File: config.mk
export PLATFORM = sky130hd
export DESIGN_NAME = dpi_stream_dispatcher
export DESIGN_NICKNAME = d
export VERILOG_FILES = /design/src/rtl/dpi_pkg.sv /design/src/rtl/dpi_stream_table.sv /design/src/rtl/dpi_stream_dispatcher.sv
export SDC_FILE = /design/constraint.sdc
export NUM_CORES = 1
export LEC_CHECK = 0
export BUFFER_PORTS_ARGS = -buffer_cell sky130_fd_sc_hd__buf_2
export CELL_PAD_IN_SITES_DETAIL_PLACEMENT = 2
export CELL_PAD_IN_SITES_GLOBAL_PLACEMENT = 2
export CORE_ASPECT_RATIO = 1.5
export CORE_UTILIZATION = 44
export DETAILED_ROUTE_END_ITERATION = 16
export MAX_ROUTING_LAYER = met4
export PLACE_DENSITY_LB_ADDON = 0.1
export SYNTH_ARGS = -nofsm -noshare
export SYNTH_HDL_FRONTEND = slang
export SYNTH_SLANG_ARGS = --single-unit
File: constraint.sdc
create_clock -name clk -period 2.35 [get_ports clk]
set_input_delay 0.1175 -clock clk [delete_from_list [all_inputs] [get_ports clk]]
set_output_delay 0.1175 -clock clk [all_outputs]
set_load 0.02 [all_outputs]
File: src/rtl/dpi_pkg.sv
// Shared types and constants for the DPI stream dispatcher and its stream table.
package dpi_pkg;

    localparam int unsigned NUM_STREAMS = 64;
    localparam int unsigned STREAM_ID_W = 6;

    localparam int unsigned DEF_NUM_CAT     = 8;
    localparam int unsigned DEF_RESTORE_LAT = 2;
    localparam int unsigned DEF_DRAIN_LAT   = 2;

    typedef enum logic [2:0] {
        StIdle,
        StLoad,
        StWait,
        StStream,
        StDrain,
        StFin,
        StReport
    } dpi_disp_state_t;

endpackage

File: src/rtl/dpi_stream_table.sv
// Per-stream state: seen bitmap and per-category enable RAM.
module dpi_stream_table
    import dpi_pkg::*;
#(
    parameter int unsigned NUM_CAT = DEF_NUM_CAT
) (
    input  logic                   clk,
    input  logic                   rst_n,
    input  logic [STREAM_ID_W-1:0] lookup_id,
    output logic                   lookup_seen,
    output logic [NUM_CAT-1:0]     lookup_enable,
    input  logic                   set_seen,
    input  logic                   clear_seen,
    input  logic                   cfg_we,
    input  logic [STREAM_ID_W-1:0] cfg_addr,
    input  logic [NUM_CAT-1:0]     cfg_wdata
);

    logic [NUM_STREAMS-1:0] seen_q;
    logic [NUM_CAT-1:0]     en_q [NUM_STREAMS];

    assign lookup_seen   = seen_q[lookup_id];
    assign lookup_enable = en_q[lookup_id];

    // Clear takes priority so a clear coinciding with the LOAD-cycle set leaves the bit at 0.
    always_ff @(posedge clk or negedge rst_n) begin
        if (!rst_n) begin
            seen_q <= '0;
        end else if (clear_seen) begin
            seen_q <= '0;
        end else if (set_seen) begin
            seen_q[lookup_id] <= 1'b1;
        end
    end

    always_ff @(posedge clk or negedge rst_n) begin
        if (!rst_n) begin
            for (int i = 0; i < int'(NUM_STREAMS); i++) begin
                en_q[i] <= '0;
            end
        end else if (cfg_we) begin
            en_q[cfg_addr] <= cfg_wdata;
        end
    end

endmodule

File: src/rtl/dpi_stream_dispatcher.sv
// Sequences restore / stream / finalize for the regex matcher bank, one packet at a time,
// and emits one fired-flag result record per packet.
module dpi_stream_dispatcher
    import dpi_pkg::*;
#(
    parameter int unsigned NUM_CAT     = DEF_NUM_CAT,
    parameter int unsigned RESTORE_LAT = DEF_RESTORE_LAT,
    parameter int unsigned DRAIN_LAT   = DEF_DRAIN_LAT
) (
    input  logic                   clk,
    input  logic                   rst_n,
    input  logic [7:0]             pkt_data,
    input  logic                   pkt_vld,
    input  logic                   pkt_sop,
    input  logic                   pkt_eop,
    input  logic [STREAM_ID_W-1:0] pkt_stream_id,
    output logic                   pkt_rdy,
    input  logic                   cfg_we,
    input  logic [STREAM_ID_W-1:0] cfg_addr,
    input  logic [NUM_CAT-1:0]     cfg_wdata,
    input  logic                   clear_streams,
    output logic [STREAM_ID_W-1:0] stream_id,
    output logic                   new_stream_id,
    output logic                   load_state,
    output logic [7:0]             char_in,
    output logic                   char_in_vld,
    output logic                   eop,
    output logic [NUM_CAT-1:0]     enable,
    input  logic [NUM_CAT-1:0]     fired,
    output logic                   res_vld,
    output logic [STREAM_ID_W-1:0] res_stream_id,
    output logic [NUM_CAT-1:0]     res_fired
);

    // char_in is registered, so WAIT is one cycle shorter than the restore gap it produces.
    localparam logic [7:0] WaitLast  = (RESTORE_LAT > 1) ? 8'(RESTORE_LAT - 2) : 8'd0;
    localparam logic [7:0] DrainLast = 8'(DRAIN_LAT);

    dpi_disp_state_t        state_q, state_d;
    logic [7:0]             cnt_q, cnt_d;
    logic [STREAM_ID_W-1:0] sid_q;
    logic [NUM_CAT-1:0]     en_q;
    logic [7:0]             char_q;
    logic                   char_vld_q;
    logic                   set_seen;
    logic                   lookup_seen;
    logic [NUM_CAT-1:0]     lookup_enable;
    logic                   accept_char;

    dpi_stream_table #(
        .NUM_CAT(NUM_CAT)
    ) u_table (
        .clk          (clk),
        .rst_n        (rst_n),
        .lookup_id    (sid_q),
        .lookup_seen  (lookup_seen),
        .lookup_enable(lookup_enable),
        .set_seen     (set_seen),
        .clear_seen   (clear_streams),
        .cfg_we       (cfg_we),
        .cfg_addr     (cfg_addr),
        .cfg_wdata    (cfg_wdata)
    );

    assign accept_char = (state_q == StStream) && pkt_vld;

    always_comb begin
        state_d    = state_q;
        cnt_d      = cnt_q;
        pkt_rdy    = 1'b0;
        load_state = 1'b0;
        set_seen   = 1'b0;
        eop        = 1'b0;
        res_vld    = 1'b0;
        case (state_q)
            StIdle: begin
                if (pkt_vld && pkt_sop) begin
                    state_d = StLoad;
                end else if (pkt_vld) begin
                    pkt_rdy = 1'b1;
                end
            end
            StLoad: begin
                load_state = 1'b1;
                set_seen   = 1'b1;
                cnt_d      = '0;
                state_d    = (RESTORE_LAT > 1) ? StWait : StStream;
            end
            StWait: begin
                cnt_d = cnt_q + 8'd1;
                if (cnt_q == WaitLast) begin
                    state_d = StStream;
                end
            end
            StStream: begin
                pkt_rdy = 1'b1;
                if (pkt_vld && pkt_eop) begin
                    cnt_d   = '0;
                    state_d = StDrain;
                end
            end
            StDrain: begin
                cnt_d = cnt_q + 8'd1;
                if (cnt_q == DrainLast) begin
                    state_d = StFin;
                end
            end
            StFin: begin
                eop     = 1'b1;
                state_d = StReport;
            end
            StReport: begin
                res_vld = 1'b1;
                state_d = StIdle;
            end
            default: state_d = StIdle;
        endcase
    end

    always_comb begin
        enable = '0;
        case (state_q)
            StLoad:                                      enable = lookup_enable;
            StWait, StStream, StDrain, StFin, StReport:  enable = en_q;
            default:                                     enable = '0;
        endcase
    end

    assign stream_id     = sid_q;
    assign new_stream_id = load_state & ~lookup_seen;
    assign char_in       = char_q;
    assign char_in_vld   = char_vld_q;
    assign res_stream_id = res_vld ? sid_q : '0;
    assign res_fired     = res_vld ? (fired & en_q) : '0;

    always_ff @(posedge clk or negedge rst_n) begin
        if (!rst_n) begin
            state_q    <= StIdle;
            cnt_q      <= '0;
            sid_q      <= '0;
            en_q       <= '0;
            char_q     <= '0;
            char_vld_q <= 1'b0;
        end else begin
            state_q    <= state_d;
            cnt_q      <= cnt_d;
            char_vld_q <= accept_char;
            if (state_q == StIdle && pkt_vld && pkt_sop) begin
                sid_q <= pkt_stream_id;
            end
            if (state_q == StLoad) begin
                en_q <= lookup_enable;
            end
            if (accept_char) begin
                char_q <= pkt_data;
            end
        end
    end

endmodule

==> run_summary.xml <==
<?xml version="1.0" encoding="UTF-8"?>
<metrics>
  <group name="outcome">
    <metric name="status" unit="">finished with violations</metric>
    <metric name="violations" unit="">setup timing</metric>
  </group>
  <group name="yosys">
    <metric name="synth_area_leader_cell" unit="">dfrtp_1</metric>
    <metric name="synth_area_leaders" unit="">dfrtp_1, mux2_2, mux2i_1, a221oi_1, nor2_1</metric>
    <metric name="postSynth.asyncResetShare" unit="%">100.0</metric>
    <metric name="netlist.area_leader.share" unit="%">53.88</metric>
    <metric name="seq_total_area_yosys" unit="%">53.88</metric>
    <metric name="synth-warning-count" unit="">0</metric>
    <metric name="synth_fp_nets" unit="">2253</metric>
    <metric name="yosys.cell_types.count" unit="">54</metric>
    <metric name="avgSynthCellArea" unit="um2">12.84</metric>
    <metric name="postSynth.topFlopCell" unit="">dfrtp_1</metric>
    <metric name="netlist_instances" unit="">2207</metric>
    <metric name="ys_ff_latch" unit="">610</metric>
    <metric name="synth-edff-count" unit="">0</metric>
    <metric name="synthesis.area" unit="um2">28330</metric>
  </group>
  <group name="sta">
    <metric name="final-hold-violation-count" unit="">0</metric>
    <metric name="period_utilisation_layout" unit="%">155.7</metric>
    <metric name="final.setup.worst_slack" unit="ns">-1.309</metric>
    <metric name="maxClockFrequency" unit="GHz">0.2733</metric>
    <metric name="min_period" unit="ns">3.659</metric>
    <metric name="timing_max_transition_violations_final" unit="">0</metric>
    <metric name="hold_ws" unit="ns">0.02107</metric>
    <metric name="rsz0062_at_grt" unit="">true</metric>
    <metric name="relSlewSlack" unit="%">19.70</metric>
    <metric name="clock-skew-final" unit="ns">0.03382</metric>
    <metric name="worst-slew-pin-transition" unit="ns">1.200</metric>
    <metric name="setup_viol" unit="">17</metric>
  </group>
  <group name="layout">
    <metric name="ff_latch_area" unit="um2">15270</metric>
    <metric name="most-common-layout-cells" unit="">dfrtp_1, mux2_2, buf_4, nor2_1, mux2i_1</metric>
    <metric name="commonest_non_fill_non_tap_cell_in_the_layout" unit="">dfrtp_1</metric>
    <metric name="final_layout_size_suffix_gt1_share" unit="%">44.65</metric>
    <metric name="fin_nets" unit="">2519</metric>
    <metric name="multi_input_comb_area" unit="um2">12910</metric>
    <metric name="fillCellCount" unit="">5718</metric>
    <metric name="instances_no_fill" unit="">3319</metric>
    <metric name="area_growth_syn_to_layout" unit="%">22.85</metric>
    <metric name="finalInstanceArea" unit="um2">34810</metric>
  </group>
  <group name="power">
    <metric name="leakagePower" unit="nW">16.15</metric>
    <metric name="power.net_switching" unit="mW">14.44</metric>
    <metric name="ir_worst_vdd" unit="uV">668.3</metric>
    <metric name="power.share.sequential" unit="%">33.4</metric>
    <metric name="cellPowerDensity" unit="nW/um2">1121</metric>
    <metric name="swShare" unit="%">36.99</metric>
    <metric name="cell_internal_pwr" unit="mW">24.59</metric>
    <metric name="share_clk_of_total_power" unit="%">27.5</metric>
    <metric name="share_of_total_power_in_combinational_logic" unit="%">39.0</metric>
  </group>
  <group name="floorplanning">
    <metric name="floorplan.die_area" unit="um2">65430</metric>
    <metric name="placeableCoreArea" unit="um2">63480</metric>
    <metric name="chipWidth" unit="um">209.2</metric>
    <metric name="dieHeight" unit="um">312.8</metric>
    <metric name="floorplan.io_pins" unit="">85</metric>
    <metric name="placementRows" unit="">113</metric>
    <metric name="initial_standard_cell_utilization_of_the_core" unit="%">44.63</metric>
  </group>
  <group name="placed_design">
    <metric name="postPlaceCellArea" unit="um2">31290</metric>
    <metric name="gp_congestion" unit="">0.8839</metric>
    <metric name="post-dp-hpwl" unit="um">64720</metric>
    <metric name="port-buffer-count" unit="">84</metric>
    <metric name="placed_cells_incl_taps" unit="">3156</metric>
    <metric name="dpl_worst_slack" unit="ns">-0.7647</metric>
  </group>
  <group name="detailed_routing">
    <metric name="vias_per_cell" unit="">6.339</metric>
    <metric name="post-route-drc-count" unit="">0</metric>
    <metric name="routed-via-count" unit="">21040</metric>
    <metric name="detailedRoute.firstIterationViolations" unit="">1228</metric>
    <metric name="drt-wirelength-per-cell" unit="um">33.44</metric>
    <metric name="routed_wl" unit="um">111000</metric>
    <metric name="ant_nets" unit="">0</metric>
    <metric name="drtPass1Iterations" unit="">5</metric>
  </group>
  <group name="cts">
    <metric name="clk_latency" unit="ns">0.65</metric>
    <metric name="cts-root-buf" unit="">clkbuf_16</metric>
    <metric name="cts-buffers-inserted" unit="">67</metric>
    <metric name="cts_tree" unit="">built</metric>
    <metric name="cts.reportedPaths.clkPinSlew" unit="ns">0.06</metric>
    <metric name="htree_num_levels" unit="">3</metric>
    <metric name="clockBufferDepth" unit="">3</metric>
    <metric name="clock_sinks" unit="">610</metric>
  </group>
  <group name="global_routing">
    <metric name="grt_max_degree" unit="">95</metric>
    <metric name="grt_use_total" unit="%">33.51</metric>
    <metric name="grt_antenna_before_repair" unit="">1</metric>
    <metric name="grt_pass1_wl" unit="um">158000</metric>
    <metric name="via_count_of_the_first_global_routing_pass" unit="">23890</metric>
    <metric name="grt.overflow.total" unit="">0</metric>
  </group>
  <group name="worst_hold_path">
    <metric name="hold_class" unit="">input port to asynchronous set/reset pin</metric>
  </group>
  <group name="worst_setup_path">
    <metric name="timing.setup.critical_path_class" unit="">register to output port</metric>
    <metric name="timing.reg2reg.worst_path_depth" unit="">17</metric>
    <metric name="arrival_time_at_the_worst_endpoint" unit="ns">3.54</metric>
    <metric name="crit_path_max_fanout" unit="">20</metric>
    <metric name="critPathRequiredTime" unit="ns">2.23</metric>
    <metric name="r2r_end" unit="">en_q[3]$_DFFE_PN0N_</metric>
    <metric name="crit_end_category" unit="">output port</metric>
    <metric name="worst-r2r-setup-slack" unit="ns">-1.23</metric>
    <metric name="timing.critical_path.from_type" unit="">register</metric>
    <metric name="regToRegStartpoint" unit="">stream_id[2]$_DFFE_PN0P_</metric>
  </group>
  <group name="flow_run">
    <metric name="cap_violations" unit="">0</metric>
  </group>
</metrics>
how the worst max path moves through the flow:
| stage | startpoint | end | slack (ns) | cells after the start |
|---|---|---|---|---|
| 2_1_floorplan | stream_id[0]$_DFFE_PN0P_ | new_stream_id | 0.01 | 8 |
| 6_report | stream_id[2]$_DFFE_PN0P_ | enable[3] | -1.31 | 10 |
| 4_1_cts | stream_id[1]$_DFFE_PN0P_ | enable[4] | -1.19 | 13 |
| 3_3_place_gp | stream_id[0]$_DFFE_PN0P_ | enable[0] | -0.68 | 8 |
| 3_5_place_dp | stream_id[0]$_DFFE_PN0P_ | enable[0] | -0.76 | 8 |
| 5_1_grt | stream_id[2]$_DFFE_PN0P_ | enable[3] | -1.34 | 10 |
cells by family after synthesis:
group,after synthesis,share of synthesized area [%]
AND/OR/NAND/NOR,325,5.830
flip-flops,610,53.88
AO/OA/AOI/OAI,393,10.20
XOR/XNOR,4,0.1237
buffers and inverters,198,3.144
adder cells (fa/ha/maj),3,0.1325
multiplexers,674,26.69
layer usage:
layer,part of all wire [%],wire [um],vias to the layer above,GRT usage (%)
met5,0,0,-,-
met1,38,41690,11350,37.11
met2,53,58410,647,58.52
li1,-,-,8691,-
met3,4.0,4465,347,4.168
met4,5.8,6434,0,18.20
cell usage after synthesis, drive strengths merged (2+ instances only):
cell type	instances
buf	71
nand2	54
o21a	16
nand2b	7
inv	13
clkbuf	114
o21ai	51
a31oi	41
xor2	2
or3	2
or3b	3
dfrtp	610
mux2	531
nand3	11
and3b	3
a221oi	82
nor3b	8
and3	13
ha	3
a32oi	32
o22ai	16
a22o	10
mux2i	131
o41ai	8
a22oi	2
nor4b	17
xnor2	2
nor2	135
a2111o	8
o22a	48
a21oi	73
or2	3
and2	11
mux4	12
nor3	10
nand4	2
nor2b	39
nand3b	5
what timing repair did:
item / in CTS / in global routing
buffers inserted: 23 / 14
resized for setup: 78 / 93
pin swaps: 17 / 15
hold buffers: 18 / 0
hold endpoints to repair: 507 / 0
setup endpoints to repair: 41 / 34
cloned: 2 / 0
per-stage QoR:
step / power [mW] / TNS (ns) / utilization [%]
floorplan: 19.56 / 0 / -
global placement: 25.04 / -10.60 / 49.29
detailed placement: 25.64 / -11.51 / 49.29
CTS: 37.47 / -13.36 / 53.93
global route: 40.09 / -15.51 / 54.83
finish: 39.03 / -14.94 / 54.83
critical path: stages (launching register included):
cell and delay (ns):
dfrtp_4 0.51, buf_12 0.16, buf_16 0.19, buf_4 0.22
a221oi_1 0.33, o21ai_1 0.16, a2111o_1 0.50, o41ai_4 0.33
o21ai_2 0.16, buf_4 0.17, buf_2 0.15
power groups by stage:
stage	clock network (mW)	logic (mW)	registers (mW)
4_1_cts	10.7	13.9	12.9
2_1_floorplan	0	6.76	12.8
6_report	10.7	15.2	13.0
3_5_place_dp	0	12.7	13.0
3_3_place_gp	0	12.2	12.8
5_1_grt	11.2	15.8	13.1
state kept, by name, summed over array words and instances (netlist names):
register        flops
u_table.en_q      512
u_table.seen_q     64
char_in             8
cnt_q               8
en_q                8
stream_id           6
state_q             3
char_in_vld         1
final cells by class:
| type | count | area share [%] |
|---|---|---|
| clock inverter | 11 | 0.4745 |
| antenna | 1 | 0.007190 |
| multi-input combinational | 1399 | 37.10 |
| inverter | 13 | 0.1474 |
| tap | 805 | 2.894 |
| sequential | 610 | 43.89 |
| clock buffer | 98 | 5.619 |
| timing repair buffer | 382 | 9.871 |
Note: power is estimated with default switching activity, not from simulation.
